--- config.mk ---
export PLATFORM = sky130hd
export DESIGN_NAME = pc_sequencer
export DESIGN_NICKNAME = d
export VERILOG_FILES = /design/src/rtl/pc_pkg.sv /design/src/rtl/jump_target_gen.sv /design/src/rtl/pc_sequencer.sv
export SDC_FILE = /design/constraint.sdc
export NUM_CORES = 1
export LEC_CHECK = 0
export CAP_MARGIN = 15
export CORE_ASPECT_RATIO = 0.7
export CORE_MARGIN = 2
export CORE_UTILIZATION = 40
export CTS_CLUSTER_SIZE = 8
export DETAILED_ROUTE_END_ITERATION = 12
export PLACE_DENSITY = 0.67
export SKIP_LAST_GASP = 1
export SLEW_MARGIN = 20
export SYNTH_ARGS = -nofsm -noshare
export SYNTH_HDL_FRONTEND = slang
export SYNTH_SLANG_ARGS = --single-unit
export TNS_END_PERCENT = 100
--- constraint.sdc ---
create_clock -name clk -period 4.35 [get_ports clk]
set_input_delay 1.0875 -clock clk [delete_from_list [all_inputs] [get_ports clk]]
set_output_delay 1.0875 -clock clk [all_outputs]
set_load 0.01 [all_outputs]
--- src/rtl/pc_pkg.sv ---
// pc_pkg: shared definitions for the fetch-stage program-counter sequencer.
//   - Redirect type encodings as driven on redir_type.
//   - FSM state enumeration used by pc_sequencer.
package pc_pkg;

  localparam logic [1:0] REDIR_BRANCH = 2'b00;
  localparam logic [1:0] REDIR_JUMP   = 2'b01;
  localparam logic [1:0] REDIR_JR     = 2'b10;
  localparam logic [1:0] REDIR_RSVD   = 2'b11;

  typedef enum logic [1:0] {
    BOOT = 2'b00,
    RUN  = 2'b01,
    TRAP = 2'b10
  } pc_state_e;

endpackage

--- src/rtl/jump_target_gen.sv ---
// jump_target_gen: combinational redirect target calculator.
// Ports:
//   redir_type_i  redirect kind (branch / jump / jr / reserved)
//   base_i        PC+step of the redirecting instruction
//   imm_i         branch offset in instructions (sign-extended)
//   index_i       jump index field
//   reg_i         jr register value
//   target_o      computed redirect target (modulo 2^ADDR_W)
//   misalign_o    jr target has non-zero low alignment bits
module jump_target_gen
  import pc_pkg::*;
#(
  parameter int ADDR_W = 32,
  parameter int IDX_W  = 26,
  parameter int IMM_W  = 16,
  parameter int ALIGN  = 2
) (
  input  logic [1:0]        redir_type_i,
  input  logic [ADDR_W-1:0] base_i,
  input  logic [IMM_W-1:0]  imm_i,
  input  logic [IDX_W-1:0]  index_i,
  input  logic [ADDR_W-1:0] reg_i,
  output logic [ADDR_W-1:0] target_o,
  output logic              misalign_o
);

  // Low bits that must be zero in an instruction address.
  localparam logic [ADDR_W-1:0] ALIGN_MASK = (ADDR_W'(1) << ALIGN) - ADDR_W'(1);
  // Bits of the base that survive a jump. When IDX_W+ALIGN equals ADDR_W
  // the shift yields zero, so the mask collapses to all zeros (empty region).
  localparam logic [ADDR_W-1:0] REGION_MASK =
    ~((ADDR_W'(1) << (IDX_W + ALIGN)) - ADDR_W'(1));

  logic signed [ADDR_W-1:0] imm_sx;
  logic        [ADDR_W-1:0] br_off;
  logic        [ADDR_W-1:0] jmp_tgt;

  always_comb begin
    imm_sx  = ADDR_W'(signed'(imm_i));
    br_off  = imm_sx << ALIGN;
    jmp_tgt = (base_i & REGION_MASK) | (ADDR_W'(index_i) << ALIGN);

    case (redir_type_i)
      REDIR_BRANCH: target_o = base_i + br_off;
      REDIR_JUMP:   target_o = jmp_tgt;
      REDIR_JR:     target_o = reg_i;
      default:      target_o = '0;
    endcase

    misalign_o = (redir_type_i == REDIR_JR) && ((reg_i & ALIGN_MASK) != '0);
  end

endmodule

--- src/rtl/pc_sequencer.sv ---
// pc_sequencer: fetch-stage program counter with redirect handling.
// Holds the PC, advances sequentially on fetch accept, applies branch/jump/jr
// redirects, buffers one pending redirect while fetch is stalled, and traps
// (sticky until reset) on a misaligned jr target.
// Ports:
//   clk, reset             clock, asynchronous active-high reset
//   fetch_ready            instruction memory accepts the current pc
//   pc, pc_valid           fetch request
//   redir_valid/type/base/imm/index/reg   redirect request and operands
//   trap, trap_addr        misaligned-jr trap flag and offending target
module pc_sequencer
  import pc_pkg::*;
#(
  parameter int                ADDR_W       = 32,
  parameter int                IDX_W        = 26,
  parameter int                IMM_W        = 16,
  parameter int                ALIGN        = 2,
  parameter logic [ADDR_W-1:0] RESET_VECTOR = 32'h0040_0000
) (
  input  logic              clk,
  input  logic              reset,
  input  logic              fetch_ready,
  output logic [ADDR_W-1:0] pc,
  output logic              pc_valid,
  input  logic              redir_valid,
  input  logic [1:0]        redir_type,
  input  logic [ADDR_W-1:0] redir_base,
  input  logic [IMM_W-1:0]  redir_imm,
  input  logic [IDX_W-1:0]  redir_index,
  input  logic [ADDR_W-1:0] redir_reg,
  output logic              trap,
  output logic [ADDR_W-1:0] trap_addr
);

  if (ADDR_W < IDX_W + ALIGN) begin : g_bad_widths
    $error("pc_sequencer: ADDR_W must be >= IDX_W + ALIGN");
  end

  localparam logic [ADDR_W-1:0] SEQ_STEP = ADDR_W'(1) << ALIGN;

  pc_state_e         state_q, state_d;
  logic [ADDR_W-1:0] pc_q, pc_d;
  logic              pend_vld_q, pend_vld_d;
  logic [ADDR_W-1:0] pend_tgt_q, pend_tgt_d;
  logic [ADDR_W-1:0] trap_addr_q, trap_addr_d;

  logic [ADDR_W-1:0] target;
  logic              misalign;
  logic              redir_take;
  logic              accept;

  jump_target_gen #(
    .ADDR_W (ADDR_W),
    .IDX_W  (IDX_W),
    .IMM_W  (IMM_W),
    .ALIGN  (ALIGN)
  ) u_tgt (
    .redir_type_i (redir_type),
    .base_i       (redir_base),
    .imm_i        (redir_imm),
    .index_i      (redir_index),
    .reg_i        (redir_reg),
    .target_o     (target),
    .misalign_o   (misalign)
  );

  // The reserved encoding behaves exactly like no redirect at all.
  assign redir_take = redir_valid && (redir_type != REDIR_RSVD);
  assign accept     = pc_valid && fetch_ready;

  // State register
  always_ff @(posedge clk or posedge reset) begin
    if (reset) state_q <= BOOT;
    else       state_q <= state_d;
  end

  // Next-state logic
  always_comb begin
    state_d = state_q;
    case (state_q)
      BOOT: state_d = RUN;
      RUN:  if (redir_take && misalign) state_d = TRAP;
      TRAP: state_d = TRAP;
      default: state_d = BOOT;
    endcase
  end

  // Output logic
  always_comb begin
    pc_valid  = (state_q == RUN);
    trap      = (state_q == TRAP);
    pc        = pc_q;
    trap_addr = trap_addr_q;
  end

  // PC / pending-redirect / trap-address datapath
  always_ff @(posedge clk or posedge reset) begin
    if (reset) begin
      pc_q        <= RESET_VECTOR;
      pend_vld_q  <= 1'b0;
      pend_tgt_q  <= '0;
      trap_addr_q <= '0;
    end else begin
      pc_q        <= pc_d;
      pend_vld_q  <= pend_vld_d;
      pend_tgt_q  <= pend_tgt_d;
      trap_addr_q <= trap_addr_d;
    end
  end

  always_comb begin
    pc_d        = pc_q;
    pend_vld_d  = pend_vld_q;
    pend_tgt_d  = pend_tgt_q;
    trap_addr_d = trap_addr_q;
    if (state_q == RUN) begin
      if (redir_take && misalign) begin
        // Trap freezes pc and pending; only the offending address is kept.
        trap_addr_d = redir_reg;
      end else if (accept) begin
        // A redirect arriving this cycle beats an older buffered one.
        if (redir_take)      pc_d = target;
        else if (pend_vld_q) pc_d = pend_tgt_q;
        else                 pc_d = pc_q + SEQ_STEP;
        pend_vld_d = 1'b0;
      end else if (redir_take) begin
        // Stalled: remember the newest redirect target.
        pend_vld_d = 1'b1;
        pend_tgt_d = target;
      end
    end
  end

endmodule

### Word level (Yosys, flattened, before mapping)

Index checks and enable logic that the tools add are counted.

| word-level totals | value |
|---|---|
| register bits | 99 |
| input port bits | 112 |
| output and inout port bits | 66 |
| logic and storage cells | 35 |

| cells by class | value |
|---|---|
| add/subtract/negate cells | 2 |
| eq/ne operators | 6 |
| mux-type cells | 7 |
| bitwise gates (word level) | 3 |
| reduce and logical (&&, ||, !) cells | 12 |

Operators by type and width:

| cell | count |
|---|---|
| 32-bit one-hot mux with 3 select lines | 1 |
| 32-bit two-way mux | 2 |
| 32-bit by 3-bit adder with 32-bit output (second input constant) | 1 |
| 32-bit adder | 1 |
| 32-bit by 28-bit bitwise OR with 32-bit output | 1 |
| 32-bit nonzero test | 1 |
| 2-bit one-hot mux with 3 select lines | 1 |
| 3-bit AND reduction | 2 |
| 2-bit by 1-bit equality test with 1-bit output (second input constant) | 2 |
| 2-bit equality test (second input constant) | 2 |
| 1-bit logical AND | 4 |
| 2-bit zero test | 2 |
| 4-bit AND reduction | 1 |
| 1-bit two-way mux | 2 |
| 2-bit two-way mux | 1 |
| 2-bit by 1-bit inequality test with 1-bit output (second input constant) | 1 |
| 2-bit inequality test (second input constant) | 1 |
| 1-bit NOT | 2 |
| 2-bit AND reduction | 1 |
| 2-bit nonzero test | 1 |

### Longest topological paths before layout

Gate-level depths: netlist of run 1.

| logic depth | value |
|---|---|
| word-level depth | 5 |
| depth in mapped cells | 12 |
| gate-level depth less buffers | 12 |

### By module

Synthesis of run 1 repeated with hierarchy kept, for this count alone.

| second synthesis, totals | value |
|---|---|
| cell total of the unflattened synthesis | 808 |
| area total of the unflattened synthesis | 7136.8 sq um |

By module, submodules not included:

| module | instances | cells each | area an instance (sq um) | seq. area each (sq um) |
|---|---|---|---|---|
| pc_sequencer | 1 | 470 | 4938.5 | 2478.6 |
| jump_target_gen | 1 | 338 | 2198.4 | 0.0 |

### Worst setup path after synthesis of run 1

No wires, ideal clock.

| timing | value |
|---|---|
| path type | input-to-reg |
| start | in redir_base[13] |
| end | reg pend_tgt_q[31] |
| setup time | 69 ps |
| data arrival time | 3447 ps |
| required time | 4281 ps |
| setup slack | 834 ps |
| cell stages on the path | 11 |
| buffers on the path | 1 |
| path through | ha_1 buf_6 and4_4 and3_4 a2111oi_4 a31oi_2 a311oi_2 xor2_1 nor2_1 or4b_1 nand3_1 |

| on the way | value |
|---|---|
| word-level cells in the longest chain between the ends | 2 |

RTL lines:

| item | line | source |
|---|---|---|
| from (decl) | pc_sequencer.sv:27 | `input logic [ADDR_W-1:0] redir_base,` |
| 32-bit adder | jump_target_gen.sv:44 | `REDIR_BRANCH: target_o = base_i + br_off;` |
| 32-bit one-hot mux with 3 select lines | jump_target_gen.sv:43 | `case (redir_type_i)` |
| to (signal assigned) | pc_sequencer.sv:106 | `pend_tgt_q <= pend_tgt_d;` |
| to (decl) | pc_sequencer.sv:44 | `logic [ADDR_W-1:0] pend_tgt_q, pend_tgt_d;` |

No other way between the ends.
A chain may end at the register's enable or synchronous reset.

### Worst setup path after layout of run 1

| timing | value |
|---|---|
| start | in redir_base[2] |
| end | reg pc_q[16], in the netlist pc[16] |

| on the way | value |
|---|---|
| word-level cells in the longest chain between the ends | 3 |

RTL lines:

| item | line | source |
|---|---|---|
| 32-bit adder | jump_target_gen.sv:44 |  |
| 32-bit one-hot mux with 3 select lines | jump_target_gen.sv:43 |  |
| 32-bit two-way mux | pc_sequencer.sv:122 | `if (redir_take) pc_d = target;` |
| to (signal assigned) | pc_sequencer.sv:104 | `pc_q <= pc_d;` |
| to (decl) | pc_sequencer.sv:42 | `logic [ADDR_W-1:0] pc_q, pc_d;` |

No other way between the ends.

==> results of run 1 <==
flip-flops by register name (all words and copies together) (netlist names):
signal      cells
pc             32
pend_tgt_q     32
pend_vld_q      1
state_q         2
trap_addr      32
layout make-up:
cell class,count,area share
Multi-Input combinational cell,643,0.448
Sequential cell,99,0.263
Timing Repair Buffer,210,0.218
Tap cell,231,0.0307
Clock buffer,10,0.0243
Inverter,20,0.00824
Clock inverter,6,0.00771
cells in the final DEF (no fill, tap or decap), types with 12 or more instances in the layout:
master | synthesis | layout
sky130_fd_sc_hd__nand2_1 | 111 | 111
sky130_fd_sc_hd__mux2_2 | 41 | 41
sky130_fd_sc_hd__dfrtp_1 | 98 | 98
sky130_fd_sc_hd__nand4_1 | 12 | 12
sky130_fd_sc_hd__nor3_1 | 17 | 17
sky130_fd_sc_hd__ha_1 | 33 | 33
sky130_fd_sc_hd__o21ai_0 | 79 | 79
sky130_fd_sc_hd__xnor2_1 | 23 | 23
sky130_fd_sc_hd__a21o_1 | 14 | 14
sky130_fd_sc_hd__inv_1 | 20 | 19
sky130_fd_sc_hd__nand3_1 | 17 | 16
sky130_fd_sc_hd__buf_4 | 5 | 31
sky130_fd_sc_hd__a21oi_1 | 70 | 70
sky130_fd_sc_hd__clkdlybuf4s50_1 | 0 | 177
sky130_fd_sc_hd__nor2_1 | 57 | 57
sky130_fd_sc_hd__xor2_1 | 18 | 18
worst register-to-register path: stages, from the launching register on:
cell,delay [ns]
sky130_fd_sc_hd__dfrtp_1,0.47
sky130_fd_sc_hd__ha_1,0.25
sky130_fd_sc_hd__and4_1,0.26
sky130_fd_sc_hd__nand3_1,0.23
sky130_fd_sc_hd__nor3_1,0.66
sky130_fd_sc_hd__nand3_1,0.17
sky130_fd_sc_hd__xor2_1,0.17
sky130_fd_sc_hd__a21oi_1,0.12
sky130_fd_sc_hd__a2111oi_0,0.37
sky130_fd_sc_hd__nor2_1,0.09
cell families after synthesis:
group | count (synthesis)
compound gates | 259
simple gates | 259
flops | 99
buf+inv | 66
mux | 50
xor+xnor | 41
fa+ha+maj | 34
power by group through the flow:
stage	clock network, W	registers [W]	logic, W
6_report	0.000846	0.00174	0.00216
2_1_floorplan	0	0.00176	0.00106
3_5_place_dp	0	0.00175	0.00215
5_1_grt	0.000907	0.00181	0.00237
4_1_cts	0.000866	0.00173	0.00217
3_3_place_gp	0	0.00174	0.00213
routing by layer:
metal | share of wire | wire length [um] | global-route usage
met2 | 0.42 | 9600 | 0.369
met5 | 0 | 0 | 0
met1 | 0.48 | 11000 | 0.366
met3 | 0.082 | 1860 | 0.0572
met4 | 0.016 | 367 | 0.0490
stage by stage:
stage                     hold slack, ns  instance area, um^2  instances  utilization  power [W]
after floorplan                    0.444                 6960        808            -    0.00283
after global placement             0.464                 9080       1202        0.531    0.00387
after detailed placement           0.468                 9080       1202        0.531    0.00390
after CTS                          0.485                 9390       1218        0.548    0.00476
after global routing               0.508                 9410       1219        0.550    0.00508
final                              0.484                 9410       1219        0.550    0.00474
path summary, 6_finish.rpt:
| check | startpoint | endpoint | cells past startpoint |
|---|---|---|---|
| setup / recovery | redir_base[2] | pc[16] | 14 |
| setup reg to reg | pc[2] | pc[24] | 9 |
| hold / removal | pend_tgt_q[0] | pend_tgt_q[0] | 2 |
| min in group asynchronous | reset | pc[3] | 2 |
| max in group asynchronous | reset | pc[22] | 3 |
| hold reg to reg | pend_tgt_q[0] | pend_tgt_q[0] | 2 |
==> impl_metrics.prom, run 1 <==
# TYPE chip_impl_metric gauge
chip_impl_info{name="status",value="finished, final reports clean"} 1
chip_impl_metric{name="pin_count",unit=""} 178
chip_impl_metric{name="grt_pass1_vias",unit=""} 6372
chip_impl_info{name="synth_top_cell_by_area",value="sky130_fd_sc_hd__dfrtp_1"} 1
chip_impl_metric{name="cts_hold_buf",unit=""} 0
chip_impl_metric{name="route.detailed.wl_per_inst",unit="um"} 18.7
chip_impl_metric{name="firstDrtPassIters",unit=""} 5
chip_impl_metric{name="cts_htree_levels",unit=""} 3
chip_impl_info{name="cp_delay_by_family_top",value="compound AO/OA/AOI/OAI gates"} 1
chip_impl_metric{name="drive_above_1_share",unit=""} 0.106
chip_impl_metric{name="synth.avg_cell_area",unit="um^2"} 8.61
chip_impl_metric{name="power_switching",unit="W"} 0.00178
chip_impl_metric{name="critical_path.max_stage_delay",unit="ns"} 0.52
chip_impl_info{name="tritoncts",value="built"} 1
chip_impl_metric{name="intPower",unit="W"} 0.00297
chip_impl_info{name="setup_repair_after_global_routing_missed_its_margin",value="no"} 1
chip_impl_info{name="post_synth_main_area_contributors",value="sky130_fd_sc_hd__dfrtp_1, sky130_fd_sc_hd__mux2_2, sky130_fd_sc_hd__nand2_1, sky130_fd_sc_hd__ha_1, sky130_fd_sc_hd__o21ai_0"} 1
chip_impl_metric{name="power.clock.fraction",unit=""} 0.178
chip_impl_metric{name="antennaDiodeCount",unit=""} 0
chip_impl_metric{name="synthXorXnorAreaFrac",unit=""} 0.0516
chip_impl_metric{name="synth-seq-cells",unit=""} 99
chip_impl_metric{name="postSynthCellCount",unit=""} 808
chip_impl_metric{name="clk-insertion-delay-late",unit="ns"} 0.35
chip_impl_metric{name="nNetsFinal",unit=""} 1129
chip_impl_metric{name="die-area",unit="um^2"} 18500
chip_impl_metric{name="place_congestion",unit=""} 0.964
chip_impl_metric{name="synth-edff-count",unit=""} 0
chip_impl_metric{name="clock_tree.buffer_depth",unit=""} 2
chip_impl_metric{name="synth_largest_type_area_fraction",unit=""} 0.352
chip_impl_metric{name="worstPathRequired",unit="ns"} 4.59
chip_impl_metric{name="grt_max_degree",unit=""} 56
chip_impl_metric{name="detailedRoute.firstIterationViolations",unit=""} 599
chip_impl_metric{name="finalHoldViolCount",unit=""} 0
chip_impl_info{name="worstSetupStartpointType",value="input port"} 1
chip_impl_metric{name="setup_slack_of_the_most_critical_reg_to_reg_path",unit="ns"} 1.43
chip_impl_metric{name="final-setup-viol-count",unit=""} 0
chip_impl_metric{name="ff_latch_area",unit="um^2"} 2480
chip_impl_metric{name="netlist_area",unit="um^2"} 6960
chip_impl_metric{name="initial_utilization",unit=""} 0.407
chip_impl_metric{name="grt_usage",unit=""} 0.247
chip_impl_metric{name="combPwrFrac",unit=""} 0.456
chip_impl_metric{name="share_of_cell_area_taken_by_muxes_after_synthesis",unit=""} 0.0793
chip_impl_info{name="synth_common_cells",value="sky130_fd_sc_hd__nand2_1, sky130_fd_sc_hd__dfrtp_1, sky130_fd_sc_hd__o21ai_0"} 1
chip_impl_metric{name="cap_viol_max_count",unit=""} 0
chip_impl_metric{name="synth_seq_area_share",unit=""} 0.356
chip_impl_metric{name="ctsResizeCount",unit=""} 0
chip_impl_metric{name="synthArstFlopShare",unit=""} 1.00
chip_impl_info{name="cts_root_buffer",value="sky130_fd_sc_hd__clkbuf_16"} 1
chip_impl_metric{name="syn2layout_area_growth",unit="%"} 35.3
chip_impl_metric{name="synth_compound_gate_area_share",unit=""} 0.236
chip_impl_metric{name="dp_slack",unit="ns"} 0.0814
chip_impl_metric{name="yosysWarnings",unit=""} 0
chip_impl_info{name="path_class",value="in2reg"} 1
chip_impl_metric{name="total_number_of_vias",unit=""} 6886
chip_impl_info{name="timing.critical_path.cells",value="clkdlybuf4s50_1 -> ha_1 -> inv_1 -> fa_1 -> nor2b_1 -> o2111ai_1 -> a211oi_1 -> buf_4 -> nor2_1 -> xnor2_1 -> nor2_1 -> a221oi_1 -> nor2_1 -> o32a_1"} 1
chip_impl_metric{name="post_synth_and_or_nand_nor_area_fraction",unit=""} 0.172
chip_impl_metric{name="power.leakage",unit="nW"} 3.93
chip_impl_metric{name="dp_hpwl",unit="mm"} 17.4
chip_impl_metric{name="die_x",unit="um"} 162
chip_impl_metric{name="path_buf_inv",unit=""} 3
chip_impl_metric{name="power_switching_share",unit=""} 0.374
chip_impl_metric{name="postRouteWirelength",unit="mm"} 22.8
chip_impl_metric{name="cp.arrival",unit="ns"} 4.23
chip_impl_metric{name="post_cts.repair.setup_buffers",unit=""} 0
chip_impl_metric{name="grt_antenna_before_repair",unit=""} 0
chip_impl_metric{name="peakVddDrop",unit="mV"} 0.315
chip_impl_metric{name="filler_cell_count",unit=""} 1597
chip_impl_info{name="slowest_stage",value="sky130_fd_sc_hd__a221oi_1"} 1
chip_impl_metric{name="power_density",unit="nW/um^2"} 504
chip_impl_metric{name="final.setup_skew",unit="ns"} 0.00660
chip_impl_metric{name="timing.final.crit_period",unit="ns"} 3.99
chip_impl_metric{name="grt_first_pass_wirelength",unit="mm"} 35.7
chip_impl_metric{name="timing.fmax",unit="MHz"} 251
chip_impl_metric{name="cts.sink_count",unit=""} 99
chip_impl_metric{name="cts_inserted_buffers",unit=""} 9
chip_impl_metric{name="max_slew_margin",unit=""} 0.422
chip_impl_info{name="cpMostUsedCell",value="sky130_fd_sc_hd__nor2_1"} 1
chip_impl_metric{name="ant_nets",unit=""} 0
chip_impl_metric{name="synth.lib_cells_used.distinct",unit=""} 67
chip_impl_metric{name="worst_pin_slew",unit="ns"} 0.866
chip_impl_info{name="hold_path_class",value="reg2reg"} 1
chip_impl_metric{name="global_route.overflow_total",unit=""} 0
chip_impl_metric{name="worst_setup_hold_path_clk_slew",unit="ns"} 0.07
chip_impl_metric{name="post_synth_fa_ha_maj_area_fraction",unit=""} 0.0622
chip_impl_metric{name="fp.coreArea",unit="um^2"} 17100
chip_impl_info{name="dominantRegCellSynth",value="sky130_fd_sc_hd__dfrtp_1"} 1
chip_impl_info{name="synth_top_family_by_area",value="compound AO/OA/AOI/OAI gates"} 1
chip_impl_info{name="most_repeated_cell_in_the_gate_level_netlist_after_synthesis",value="sky130_fd_sc_hd__nand2_1"} 1
chip_impl_metric{name="period_utilisation_layout",unit=""} 0.918
chip_impl_metric{name="placement_row_count",unit=""} 40
chip_impl_info{name="critical_path_end_type",value="register"} 1
chip_impl_metric{name="route.detailed.vias_per_inst",unit=""} 5.65
chip_impl_metric{name="worst_slack",unit="ns"} 0.359
chip_impl_metric{name="multi_input_comb_area",unit="um^2"} 4210
chip_impl_metric{name="report.final.slew_viol_count",unit=""} 0
chip_impl_metric{name="fin_tns_setup",unit="ns"} 0
chip_impl_metric{name="critPathMaxFanout",unit=""} 3
chip_impl_metric{name="route.detailed.drc",unit=""} 0
chip_impl_metric{name="io_buffer_count",unit=""} 177
chip_impl_metric{name="chipHeight",unit="um"} 114
chip_impl_metric{name="seq_power_share",unit=""} 0.366
chip_impl_metric{name="syn-num-nets",unit=""} 954
(Power assumes the default switching activity.)
==> run 2, diff against run 1 <==
--- a/config.mk
+++ b/config.mk
@@ -11,7 +11,7 @@
 export CORE_UTILIZATION = 40
 export CTS_CLUSTER_SIZE = 8
 export DETAILED_ROUTE_END_ITERATION = 12
-export PLACE_DENSITY = 0.67
+export PLACE_DENSITY = 0.78
 export SKIP_LAST_GASP = 1
 export SLEW_MARGIN = 20
 export SYNTH_ARGS = -nofsm -noshare
==> run 2 against run 1 <==
  * Hold slack better by 0.0028 ns
  * Sequential power barely moved
  * Sequential share of layout area up 0.060 points
  * Register-to-register slack lost 0.02 ns
  * Critical path type unchanged
==> impl_metrics.prom, run 2 (synthesis results as in run 1) <==
# TYPE chip_impl_metric gauge
chip_impl_metric{name="cp.arrival",unit="ns"} 4.25
chip_impl_metric{name="total_number_of_vias",unit=""} 7064
chip_impl_metric{name="r2r.worst_path.cells",unit=""} 10
chip_impl_metric{name="filler_cell_count",unit=""} 1627
chip_impl_info{name="endpoint_of_the_worst_register_to_register_path",value="pc[28]"} 1
chip_impl_info{name="mostFrequentLayoutCell",value="sky130_fd_sc_hd__clkdlybuf4s50_1"} 1
chip_impl_metric{name="place_congestion",unit=""} 0.936
chip_impl_metric{name="final-setup-viol-count",unit=""} 0
chip_impl_metric{name="grt_first_pass_wirelength",unit="mm"} 36.7
chip_impl_metric{name="worst_pin_slew",unit="ns"} 0.958
chip_impl_metric{name="finalHoldViolCount",unit=""} 0
chip_impl_metric{name="placement_row_count",unit=""} 40
chip_impl_metric{name="global_route.overflow_total",unit=""} 0
chip_impl_metric{name="worstPathRequired",unit="ns"} 4.59
chip_impl_metric{name="syn2layout_area_growth",unit="%"} 35.0
chip_impl_metric{name="pin_count",unit=""} 178
chip_impl_metric{name="route.detailed.wl_per_inst",unit="um"} 18.9
chip_impl_metric{name="nNetsFinal",unit=""} 1125
chip_impl_metric{name="cts_htree_levels",unit=""} 3
chip_impl_metric{name="final.setup_skew",unit="ns"} 0.00315
chip_impl_metric{name="met3_grt_util",unit=""} 0.0637
chip_impl_metric{name="grt_use_met1",unit=""} 0.351
chip_impl_metric{name="ctsResizeCount",unit=""} 0
chip_impl_metric{name="setup_slack_of_the_most_critical_reg_to_reg_path",unit="ns"} 1.41
chip_impl_info{name="setup_repair_after_global_routing_missed_its_margin",value="no"} 1
chip_impl_info{name="cts_root_buffer",value="sky130_fd_sc_hd__clkbuf_16"} 1
chip_impl_metric{name="hold_ws",unit="ns"} 0.487
chip_impl_metric{name="die-area",unit="um^2"} 18500
chip_impl_metric{name="ff_latch_area",unit="um^2"} 2480
chip_impl_metric{name="number_of_stages_on_the_worst_hold_path",unit=""} 2
chip_impl_metric{name="route.detailed.vias_per_inst",unit=""} 5.81
chip_impl_metric{name="detailedRoute.firstIterationViolations",unit=""} 686
chip_impl_metric{name="clock_tree.buffer_depth",unit=""} 2
chip_impl_info{name="worstSetupStartpointType",value="input port"} 1
chip_impl_info{name="critical_path_end_type",value="register"} 1
chip_impl_metric{name="firstDrtPassIters",unit=""} 5
chip_impl_metric{name="antennaDiodeCount",unit=""} 0
chip_impl_info{name="highest_count_cells_in_the_layout_ignoring_fill_and_taps",value="sky130_fd_sc_hd__clkdlybuf4s50_1, sky130_fd_sc_hd__nand2_1, sky130_fd_sc_hd__dfrtp_1"} 1
chip_impl_metric{name="power_density",unit="nW/um^2"} 508
chip_impl_metric{name="period_utilisation_layout",unit=""} 0.921
chip_impl_metric{name="grt_max_degree",unit=""} 100
chip_impl_info{name="path_class",value="in2reg"} 1
chip_impl_metric{name="cts.sink_count",unit=""} 99
chip_impl_metric{name="fin_tns_setup",unit="ns"} 0
chip_impl_metric{name="max_slew_margin",unit=""} 0.362
chip_impl_metric{name="multi_input_comb_area",unit="um^2"} 4210
chip_impl_metric{name="worst_setup_hold_path_clk_slew",unit="ns"} 0.07
chip_impl_metric{name="cts_hold_buf",unit=""} 0
chip_impl_metric{name="grt_usage",unit=""} 0.253
chip_impl_metric{name="dp_hpwl",unit="mm"} 17.4
chip_impl_metric{name="clk-insertion-delay-late",unit="ns"} 0.36
chip_impl_info{name="tritoncts",value="built"} 1
chip_impl_metric{name="cap_viol_max_count",unit=""} 0
chip_impl_metric{name="cts_inserted_buffers",unit=""} 9
chip_impl_metric{name="postRouteWirelength",unit="mm"} 23.0
chip_impl_info{name="worst_r2r_startpoint",value="pc[2]"} 1
chip_impl_metric{name="ant_nets",unit=""} 0
chip_impl_info{name="grt_busiest_layer",value="met2"} 1
chip_impl_info{name="hold_path_class",value="reg2reg"} 1
chip_impl_metric{name="dp_slack",unit="ns"} 0.0273
chip_impl_metric{name="die_x",unit="um"} 162
chip_impl_metric{name="peakVddDrop",unit="mV"} 0.273
chip_impl_metric{name="route.detailed.drc",unit=""} 0
chip_impl_metric{name="timing.final.crit_period",unit="ns"} 4.01
chip_impl_metric{name="grt_antenna_before_repair",unit=""} 0
chip_impl_metric{name="power.leakage",unit="nW"} 3.91
chip_impl_metric{name="drive_above_1_share",unit=""} 0.104
chip_impl_metric{name="timing.fmax",unit="MHz"} 250
chip_impl_metric{name="total_power",unit="W"} 0.00477
chip_impl_metric{name="fp.coreArea",unit="um^2"} 17100
chip_impl_metric{name="met2_usage",unit=""} 0.394
chip_impl_metric{name="post_cts.repair.setup_buffers",unit=""} 0
chip_impl_info{name="crit_start",value="redir_base[2]"} 1
chip_impl_metric{name="grt_pass1_vias",unit=""} 6899
chip_impl_info{name="status",value="finished, final reports clean"} 1
chip_impl_metric{name="chipHeight",unit="um"} 114
chip_impl_metric{name="report.final.slew_viol_count",unit=""} 0
chip_impl_metric{name="initial_utilization",unit=""} 0.407
chip_impl_metric{name="critPathMaxFanout",unit=""} 4
chip_impl_metric{name="worst_slack",unit="ns"} 0.344
chip_impl_metric{name="io_buffer_count",unit=""} 177
chip_impl_info{name="crit_end",value="pend_tgt_q[26]"} 1
run 2: metal layers:
metal | wire length (um) | up-vias
li1 | - | 3286
met1 | 10300 | 3422
met2 | 10100 | 323
met3 | 2040 | 33
met4 | 551 | 0
met5 | 0 | -
run 2: how the worst min path moves through the flow:
stage / startpoint / endpoint / slack, ns
floorplan: pend_tgt_q[28] / pend_tgt_q[28] / 0.44
global placement: pend_tgt_q[0] / pend_tgt_q[0] / 0.46
detailed placement: pend_tgt_q[22] / pend_tgt_q[22] / 0.47
CTS: pend_tgt_q[22] / pend_tgt_q[22] / 0.49
global route: pend_tgt_q[14] / pend_tgt_q[14] / 0.51
finish: pend_tgt_q[14] / pend_tgt_q[14] / 0.49
run 2: report_power, final:
part / internal (W) / switching, W / leakage [nW]
logic: 0.00116 / 0.00101 / 2.52
clock network: 0.000457 / 0.000400 / 0.146
registers: 0.00135 / 0.000392 / 1.25
run 2: critical path: stages:
cell and delay [ns]:
sky130_fd_sc_hd__clkdlybuf4s50_1 0.48, sky130_fd_sc_hd__ha_1 0.18, sky130_fd_sc_hd__inv_1 0.06, sky130_fd_sc_hd__fa_1 0.37
sky130_fd_sc_hd__nor2b_1 0.22, sky130_fd_sc_hd__o2111ai_1 0.21, sky130_fd_sc_hd__a211oi_1 0.28, sky130_fd_sc_hd__buf_4 0.18
sky130_fd_sc_hd__o31ai_2 0.10, sky130_fd_sc_hd__o31a_1 0.37, sky130_fd_sc_hd__xnor2_1 0.14, sky130_fd_sc_hd__mux2i_1 0.18
sky130_fd_sc_hd__o21ai_0 0.12, sky130_fd_sc_hd__mux2_2 0.28
run 2: through the flow:
stage / std cells / utilization / area (um^2)
final: 1215 / 0.549 / 9390
after global routing: 1215 / 0.549 / 9390
after CTS: 1215 / 0.549 / 9390
after detailed placement: 1199 / 0.531 / 9080
after global placement: 1198 / 0.529 / 9050
after floorplan: 808 / - / 6960
run 2: final cells by class:
class                      count  area share
tap                          231      0.0308
clock buffer                   9      0.0240
clock inverter                 7     0.00906
multi-input combinational    643       0.449
sequential                    99       0.264
timing repair buffer         206       0.215
inverter                      20     0.00826
